<file path="src/rtl/ok_cmd_pkg.sv">
// ============================================================================
// Module      : ok_cmd_pkg
// Description : Field positions, status layout and command type shared by
//               the WireIn command queue and its FIFO.
// Revision    : 1.0 - initial release
// ============================================================================
`default_nettype none

package ok_cmd_pkg;

    // Command word layout on the WireIn
    localparam int SEQ_BIT  = 31;
    localparam int OP_MSB   = 30;
    localparam int OP_LSB   = 28;
    localparam int ADDR_MSB = 27;
    localparam int ADDR_LSB = 16;
    localparam int DATA_MSB = 15;
    localparam int DATA_LSB = 0;

    // Status word layout for the companion WireOut
    localparam int ST_OVF_BIT   = 31;
    localparam int ST_ARMED_BIT = 30;
    localparam int ST_ERR_MSB   = 23;
    localparam int ST_ERR_LSB   = 16;
    localparam int ST_LVL_MSB   = 5;
    localparam int ST_LVL_LSB   = 0;

    typedef struct packed {
        logic [2:0]  op;
        logic [11:0] addr;
        logic [15:0] data;
    } ok_cmd_t;

    localparam int CMD_W = $bits(ok_cmd_t);

    typedef enum logic [0:0] {
        ARM_IDLE = 1'b0,
        ARM_LIVE = 1'b1
    } arm_state_t;

endpackage

`default_nettype wire

</file>
<file path="src/rtl/ok_cmd_fifo.sv">
// ============================================================================
// Module      : ok_cmd_fifo
// Description : Generic synchronous FIFO, 2**DEPTH_LOG2 entries, combinational
//               head read, extra pointer bit distinguishes full from empty.
// Revision    : 1.0 - initial release
// ============================================================================
`default_nettype none

module ok_cmd_fifo #(
    parameter int DEPTH_LOG2 = 2,
    parameter int WIDTH      = 31
) (
    input  logic                  clk,
    input  logic                  rst_n,
    input  logic                  push,
    input  logic                  pop,
    input  logic [WIDTH-1:0]      din,
    output logic [WIDTH-1:0]      dout,
    output logic                  full,
    output logic                  empty,
    output logic [DEPTH_LOG2:0]   level
);

    localparam int DEPTH = 2 ** DEPTH_LOG2;

    logic [WIDTH-1:0]    r_mem [DEPTH];
    logic [DEPTH_LOG2:0] r_wr_ptr;
    logic [DEPTH_LOG2:0] r_rd_ptr;
    logic                w_do_push;
    logic                w_do_pop;

    assign empty = (r_wr_ptr == r_rd_ptr);
    assign full  = (r_wr_ptr[DEPTH_LOG2] != r_rd_ptr[DEPTH_LOG2]) &&
                   (r_wr_ptr[DEPTH_LOG2-1:0] == r_rd_ptr[DEPTH_LOG2-1:0]);
    assign level = r_wr_ptr - r_rd_ptr;
    assign dout  = r_mem[r_rd_ptr[DEPTH_LOG2-1:0]];

    // A pop in the same cycle frees the slot a push into a full FIFO needs
    assign w_do_pop  = pop && !empty;
    assign w_do_push = push && (!full || w_do_pop);

    always_ff @(posedge clk) begin
        if (!rst_n) begin
            r_wr_ptr <= '0;
            r_rd_ptr <= '0;
            for (int i = 0; i < DEPTH; i++) begin
                r_mem[i] <= '0;
            end
        end else begin
            if (w_do_push) begin
                r_mem[r_wr_ptr[DEPTH_LOG2-1:0]] <= din;
                r_wr_ptr <= r_wr_ptr + 1'b1;
            end
            if (w_do_pop) begin
                r_rd_ptr <= r_rd_ptr + 1'b1;
            end
        end
    end

endmodule

`default_nettype wire

</file>
<file path="src/rtl/ok_wire_cmd_queue.sv">
// ============================================================================
// Module      : ok_wire_cmd_queue
// Description : Turns SEQ-toggled WireIn writes into queued valid/ready
//               commands and exports a registered status word.
// Revision    : 1.0 - initial release
// ============================================================================
`default_nettype none

module ok_wire_cmd_queue
    import ok_cmd_pkg::*;
#(
    parameter int DEPTH_LOG2  = 2,
    parameter int OP_RESERVED = 7
) (
    input  logic        okClk,
    input  logic        okRst_n,
    input  logic [31:0] wire_in,
    input  logic        clr_status,
    output logic        cmd_valid,
    input  logic        cmd_ready,
    output logic [2:0]  cmd_op,
    output logic [11:0] cmd_addr,
    output logic [15:0] cmd_data,
    output logic [31:0] status
);

    arm_state_t          r_arm_state;
    arm_state_t          w_arm_next;
    logic                r_seq_ref;
    logic                r_capture;
    ok_cmd_t             r_cap_cmd;
    logic [7:0]          r_err_cnt;
    logic                r_overflow;
    logic [31:0]         r_status;
    logic [31:0]         w_status_next;

    logic                w_armed;
    logic                w_toggle;
    logic                w_pop;
    logic                w_reserved;
    logic                w_overflow_ev;
    logic                w_push;
    logic                w_full;
    logic                w_empty;
    logic [DEPTH_LOG2:0] w_level;
    ok_cmd_t             w_head;

    // ------------------------------------------------------------------
    // Arming: one idle cycle after reset to latch the current SEQ
    // ------------------------------------------------------------------
    always_ff @(posedge okClk) begin
        if (!okRst_n) begin
            r_arm_state <= ARM_IDLE;
        end else begin
            r_arm_state <= w_arm_next;
        end
    end

    always_comb begin
        w_arm_next = r_arm_state;
        case (r_arm_state)
            ARM_IDLE: w_arm_next = ARM_LIVE;
            ARM_LIVE: w_arm_next = ARM_LIVE;
            default:  w_arm_next = ARM_IDLE;
        endcase
    end

    assign w_armed  = (r_arm_state == ARM_LIVE);
    assign w_toggle = w_armed && (wire_in[SEQ_BIT] != r_seq_ref);

    // seq_ref simply follows the wire: it only differs on a toggle cycle
    always_ff @(posedge okClk) begin
        if (!okRst_n) begin
            r_seq_ref <= 1'b0;
            r_capture <= 1'b0;
            r_cap_cmd <= '0;
        end else begin
            r_seq_ref <= wire_in[SEQ_BIT];
            r_capture <= w_toggle;
            if (w_toggle) begin
                r_cap_cmd.op   <= wire_in[OP_MSB:OP_LSB];
                r_cap_cmd.addr <= wire_in[ADDR_MSB:ADDR_LSB];
                r_cap_cmd.data <= wire_in[DATA_MSB:DATA_LSB];
            end
        end
    end

    // ------------------------------------------------------------------
    // Capture filter and queue
    // ------------------------------------------------------------------
    assign cmd_valid     = !w_empty;
    assign w_pop         = cmd_valid && cmd_ready;
    assign w_reserved    = r_capture && (r_cap_cmd.op == 3'(OP_RESERVED));
    assign w_overflow_ev = r_capture && !w_reserved && w_full && !w_pop;
    assign w_push        = r_capture && !w_reserved && !w_overflow_ev;

    ok_cmd_fifo #(
        .DEPTH_LOG2 (DEPTH_LOG2),
        .WIDTH      (CMD_W)
    ) u_fifo (
        .clk   (okClk),
        .rst_n (okRst_n),
        .push  (w_push),
        .pop   (w_pop),
        .din   (r_cap_cmd),
        .dout  (w_head),
        .full  (w_full),
        .empty (w_empty),
        .level (w_level)
    );

    assign cmd_op   = w_head.op;
    assign cmd_addr = w_head.addr;
    assign cmd_data = w_head.data;

    // ------------------------------------------------------------------
    // Error bookkeeping: a same-cycle event beats clr_status
    // ------------------------------------------------------------------
    always_ff @(posedge okClk) begin
        if (!okRst_n) begin
            r_err_cnt  <= '0;
            r_overflow <= 1'b0;
        end else begin
            if (w_reserved) begin
                if (clr_status) begin
                    r_err_cnt <= 8'd1;
                end else if (r_err_cnt != 8'hFF) begin
                    r_err_cnt <= r_err_cnt + 8'd1;
                end
            end else if (clr_status) begin
                r_err_cnt <= '0;
            end

            if (w_overflow_ev) begin
                r_overflow <= 1'b1;
            end else if (clr_status) begin
                r_overflow <= 1'b0;
            end
        end
    end

    always_comb begin
        w_status_next                          = '0;
        w_status_next[ST_OVF_BIT]              = r_overflow;
        w_status_next[ST_ARMED_BIT]            = w_armed;
        w_status_next[ST_ERR_MSB:ST_ERR_LSB]   = r_err_cnt;
        w_status_next[ST_LVL_MSB:ST_LVL_LSB]   = 6'(w_level);
    end

    always_ff @(posedge okClk) begin
        if (!okRst_n) begin
            r_status <= '0;
        end else begin
            r_status <= w_status_next;
        end
    end

    assign status = r_status;

endmodule

`default_nettype wire

</file>
<file path="config.mk">
export PLATFORM = sky130hd
export DESIGN_NAME = ok_wire_cmd_queue
export DESIGN_NICKNAME = d
export VERILOG_FILES = /design/src/rtl/ok_cmd_pkg.sv /design/src/rtl/ok_cmd_fifo.sv /design/src/rtl/ok_wire_cmd_queue.sv
export SDC_FILE = /design/constraint.sdc
export NUM_CORES = 1
export LEC_CHECK = 0
export BUFFER_PORTS_ARGS = -buffer_cell sky130_fd_sc_hd__buf_2
export CORE_AREA = 2 2 145 147
export DETAILED_ROUTE_END_ITERATION = 10
export DIE_AREA = 0 0 147 149
export PLACE_DENSITY = 0.72
export SLEW_MARGIN = 20
export SYNTH_ARGS = -nofsm -noshare
export SYNTH_HDL_FRONTEND = slang
export SYNTH_HIERARCHICAL = 1
export SYNTH_SLANG_ARGS = --single-unit
</file>
<file path="constraint.sdc">
create_clock -name okClk -period 5.2 [get_ports okClk]
set_clock_uncertainty 0.05 [all_clocks]
set_input_delay 1.04 -clock okClk [delete_from_list [all_inputs] [get_ports okClk]]
set_output_delay 1.04 -clock okClk [all_outputs]
set_load 0.03 [all_outputs]
</file>
Word level (Yosys, flattened, before mapping)
Memory sizes are Yosys's and may differ from the RTL's. A register that Yosys moved wholly into a read port is not among the register bits. Index checks and enable logic that the tools add are counted.

Add/subtract/negate cells: 4. Mux-type cells: 16. Equality and inequality tests: 6. Reductions and logical operators: 21.

Operators with widths (count): $mux W8 (4); $mux W31 (1); $reduce_or A31 Y1 (1); $logic_and A1 B1 Y1 (10); $add A8 B1 Y8 const B (1); $mux W1 (8); $ne A8 B8 Y1 const B (1); $add A3 B1 Y3 const B (2); $mux W2 (3); $reduce_bool A2 Y1 (3); $logic_not A1 Y1 (5); $eq A3 B3 Y1 (1); $eq A3 B3 Y1 const B (1); $sub A3 B3 Y3 (1); $eq A2 B2 Y1 (1); $ne A1 B1 Y1 (2); $reduce_and A2 Y1 (1); $logic_or A1 B1 Y1 (1).

Word-level logic and storage cells: 60. Register bits: 81. Bits of input ports: 36. Output and inout port bits: 64. Memories kept: 1. Memory bits (writable): 124.

Memories: u_fifo.r_mem (depth 4, bits a word 31, read ports 1, clocked after memory_dff 1, wr ports 4, line ok_cmd_fifo.sv:26) `logic [WIDTH-1:0] r_mem [DEPTH];`.

Logic depth before layout (Yosys ltp)
Depth in word-level cells: 14. Mapped depth: 10. Depth with buffers taken out: 9.

Hierarchy
The synthesis kept the hierarchy.

Modules (own cells, without submodules): ok_cmd_fifo (cells an instance 389, instances 1, area each 5765.5 µm², sequential area each 3883.7 µm²); ok_wire_cmd_queue (cells an instance 250, instances 1, area each 2198.4 µm², sequential area each 1121.1 µm²).

Worst setup path before layout
OpenSTA, ideal clock, no wires.

Path type: reg-to-reg. From: reg u_fifo.r_wr_ptr[0]. To: mem u_fifo.r_mem[3][0] (enable). Arrival time: 4634 ps. Cell stages (with the launch flop): 9. Period minus slack after synthesis: 5150 ps. Slack: 50 ps. Setup time: 466 ps. Data required time: 4684 ps. Path buffers: 0. Path through: dfxtp_1 -> inv_1 -> ha_1 -> and2_1 -> and2_1 -> nand2b_1 -> a21oi_1 -> o21ai_4 -> o31ai_1.

RTL lines: start, declared (line ok_cmd_fifo.sv:27) `logic [DEPTH_LOG2:0] r_wr_ptr;`; start signal, assigned (line ok_cmd_fifo.sv:52) `r_wr_ptr <= r_wr_ptr + 1'b1;`; end, declared (line ok_cmd_fifo.sv:26).

==> impl_metrics.env <==
export IMPL_die_y_um=149
export IMPL_die_w_um=147
export IMPL_clockBufferDepth=2
export IMPL_critPathRequiredTime_ns=5.24
export IMPL_max_stage_delay_ns=0.74
export IMPL_worst_r2r_setup_slack_ns=0.96
export IMPL_antenna_found_initial=0
export IMPL_slowest_stage="a21oi_1"
export IMPL_fin_crit_sh=0.815
export IMPL_worstReg2RegStart="u_fifo/r_wr_ptr[0]"
export IMPL_n_fill_cell=1914
export IMPL_worstSetupPathType="reg2reg"
export IMPL_whs_ns=0.405
export IMPL_synth_top_area_frac=0.468
export IMPL_endpoint_kind="flop"
export IMPL_diodes=0
export IMPL_max_slew_margin=0.308
export IMPL_postCtsSetupBuffers=0
export IMPL_dp_hpwl_um=10700
export IMPL_crit_arrival_ns=4.28
export IMPL_start_util=0.387
export IMPL_h_tree_depth=4
export IMPL_worstHoldStart="r_cap_cmd[24]"
export IMPL_drc=0
export IMPL_maxSlewViolCount=0
export IMPL_dr_pass1_iters=5
export IMPL_routabilityCongestion=0.760
export IMPL_clock_sinks=188
export IMPL_rsz0062_at_grt="no"
export IMPL_fmax_mhz=236
export IMPL_vias=4869
export IMPL_synth_compound_area_frac=0.0569
export IMPL_drt_initial_drc_count=278
export IMPL_synthCells=639
export IMPL_post_cts_resized=0
export IMPL_layout_commonest_cell="nor2_1"
export IMPL_max_cap_violations=0
export IMPL_min_period_ns=4.24
export IMPL_syn_area_um2=7960
export IMPL_finalSetupViolations=0
export IMPL_cts_tree="done"
export IMPL_status="complete, no violations"
export IMPL_hold_path_class="reg2reg"
export IMPL_synth_area_mux_share=0.0965
export IMPL_synth_top_family_by_area="simple AND/OR/NAND/NOR gates"
export IMPL_ys_ff_latch=188
export IMPL_drtAntennaViolNets=0
export IMPL_start_kind="flop"
export IMPL_synth_area_per_cell_um2=12.5
export IMPL_rows=53
export IMPL_synth_edf_count=124
export IMPL_fin_setup_tns_ns=0
export IMPL_grt_pass1_vias=4882
export IMPL_nets=754
export IMPL_grt_max_degree=63
export IMPL_hold_end="r_cap_cmd[24]"
export IMPL_final_util=0.441
export IMPL_dpl_cell_count=968
export IMPL_most_common_layout_cells="130 x nor2_1, 124 x edfxtp_1, 108 x nand2_1"
export IMPL_clk_pin_slew_ns=0.06
export IMPL_tightestPinTransition_ns=1.04
export IMPL_synthSimpleGateAreaFrac=0.149
export IMPL_finalHoldViolations=0
export IMPL_grt_overflow=0
export IMPL_yosys_cell_types_count=48
export IMPL_grt_use_total=0.155
export IMPL_die_area_um2=21900
export IMPL_leakagePower_nw=3.24
export IMPL_path_max_fanout=34
export IMPL_core_area_um2=20600
export IMPL_worstPathCellList="inv_1, ha_1, and2_1, and2_1, nand2b_1, a21oi_1, o21ai_4, o31ai_4, buf_4"
export IMPL_grt_pass1_wl_um=26100
export IMPL_yosysWarnings=6
export IMPL_cts_root_buf="clkbuf_16"
export IMPL_synth_main_ff_cell="edfxtp_1"
export IMPL_avgViaCountPerCell=4.87
export IMPL_hold_depth=2
export IMPL_timing_rr_end="u_fifo/r_mem[3][13]"
export IMPL_reg2reg_depth=9
export IMPL_crit_top_cell="and2_1"
export IMPL_layout_cells_non_filler=1000
export IMPL_ir_drop_uv=190
export IMPL_wire_per_inst_um=16.4
export IMPL_synth_top_area_cell="edfxtp_1"
export IMPL_synthTopCellsByArea="edfxtp_1 47%, dfxtp_1 16%, mux4_2 8.8%"
export IMPL_cts_made_buffers=17
export IMPL_boundaryPins=100
export IMPL_wl_um=16400
export IMPL_io_buffers=80
export IMPL_worstSetupStartpoint="u_fifo/r_wr_ptr[0]"
export IMPL_synth_xor_area_frac=0.00676
export IMPL_power_density_nw_per_um2=347
export IMPL_clock_latency_ns=0.43
export IMPL_synth_adder_area_share=0.0104
export IMPL_postCtsHoldBufs=0
export IMPL_synthToLayoutAreaGrowth_pct=13.9
export IMPL_total_power_mw=3.15
export IMPL_drive_above_1_share=0.228
export IMPL_synthArstFlopShare=0
export IMPL_synth_seq_area_share=0.628
[worst max-delay path: cells and delay by family, from the launching register on]
family          cells  cell delay [ns]
compound gates      3             1.85
fa+ha+maj           1             0.36
flops               1             0.42
simple gates        3             0.59
buf+inv             2             0.62
[synthesized netlist by cell type, types with 2 or more instances]
cell type,number
nor3_1,4
a211oi_1,2
xor2_1,2
mux2i_1,7
edfxtp_1,124
ha_1,5
buf_4,19
o211ai_1,3
a21boi_0,24
nor2_1,130
and2_1,19
buf_6,12
dfxtp_1,64
mux4_2,31
buf_2,6
a21oi_1,5
nand2b_1,4
clkbuf_1,17
o2111ai_4,3
nand2_1,108
inv_1,11
a21boi_1,7
nand3_1,6
nand4_1,2
[where the power goes]
part | leakage (nW) | internal (mW) | total (mW) | switching (mW)
Clock | 0.275 | 0.707 | 1.26 | 0.553
Sequential | 1.81 | 1.64 | 1.67 | 0.0241
Combinational | 1.16 | 0.0649 | 0.224 | 0.159
Total | 3.24 | 2.42 | 3.15 | 0.736
[metrics by stage]
step / instance area (um2) / worst slack [ns]
after floorplan: 8030 / 0.0501
after global placement: 8500 / 1.17
after detailed placement: 8500 / 0.982
after CTS: 9070 / 0.935
after global routing: 9070 / 0.689
final: 9070 / 0.964
[cell families (layout without fill, tap and decap cells)]
family | after synthesis | count (layout)
buffers and inverters | 65 | 133
XOR/XNOR | 4 | 4
other | 1 | 19
flip-flops | 188 | 188
adder cells (fa/ha/maj) | 6 | 6
multiplexers | 38 | 38
AO/OA/AOI/OAI | 54 | 54
AND/OR/NAND/NOR | 283 | 283
[final cells by class]
| type | instances | area, um2 | area share |
|---|---|---|---|
| Inverter | 11 | 41.3 | 0.00455 |
| Clock inverter | 15 | 146 | 0.0161 |
| Tap cell | 275 | 344 | 0.0379 |
| Clock buffer | 17 | 425 | 0.0469 |
| Multi-Input combinational cell | 404 | 2630 | 0.290 |
| Sequential cell | 188 | 5010 | 0.552 |
| Timing Repair Buffer | 90 | 475 | 0.0524 |
[layer usage]
layer  global-route usage  vias to the layer above  wire [um]
li1                     -                     2328          -
met1                0.202                     2392       7210
met2                0.263                      143       8240
met3               0.0379                        6        885
met4               0.0351                        0         81
met5                    0                        -          0
[flip-flops by register name, summed over array words and instances, names as in the netlist, named ones only]
name,cells
status,13
u_fifo/r_wr_ptr,3
r_cap_cmd,31
r_seq_ref,1
u_fifo/r_rd_ptr,3
r_overflow,1
r_arm_state,1
r_capture,1
r_err_cnt,8
u_fifo/r_mem,124
[worst max-delay path by stage]
stage                                     end  cells after the start
final                     u_fifo/r_mem[3][13]                      9
after global routing      u_fifo/r_mem[3][13]                      9
after CTS                 u_fifo/r_mem[3][13]                      9
after detailed placement   u_fifo/r_mem[3][8]                      9
after global placement    u_fifo/r_mem[3][14]                      9
after floorplan            u_fifo/r_mem[3][0]                      8
No activity file was read; power rests on OpenSTA's default activity.
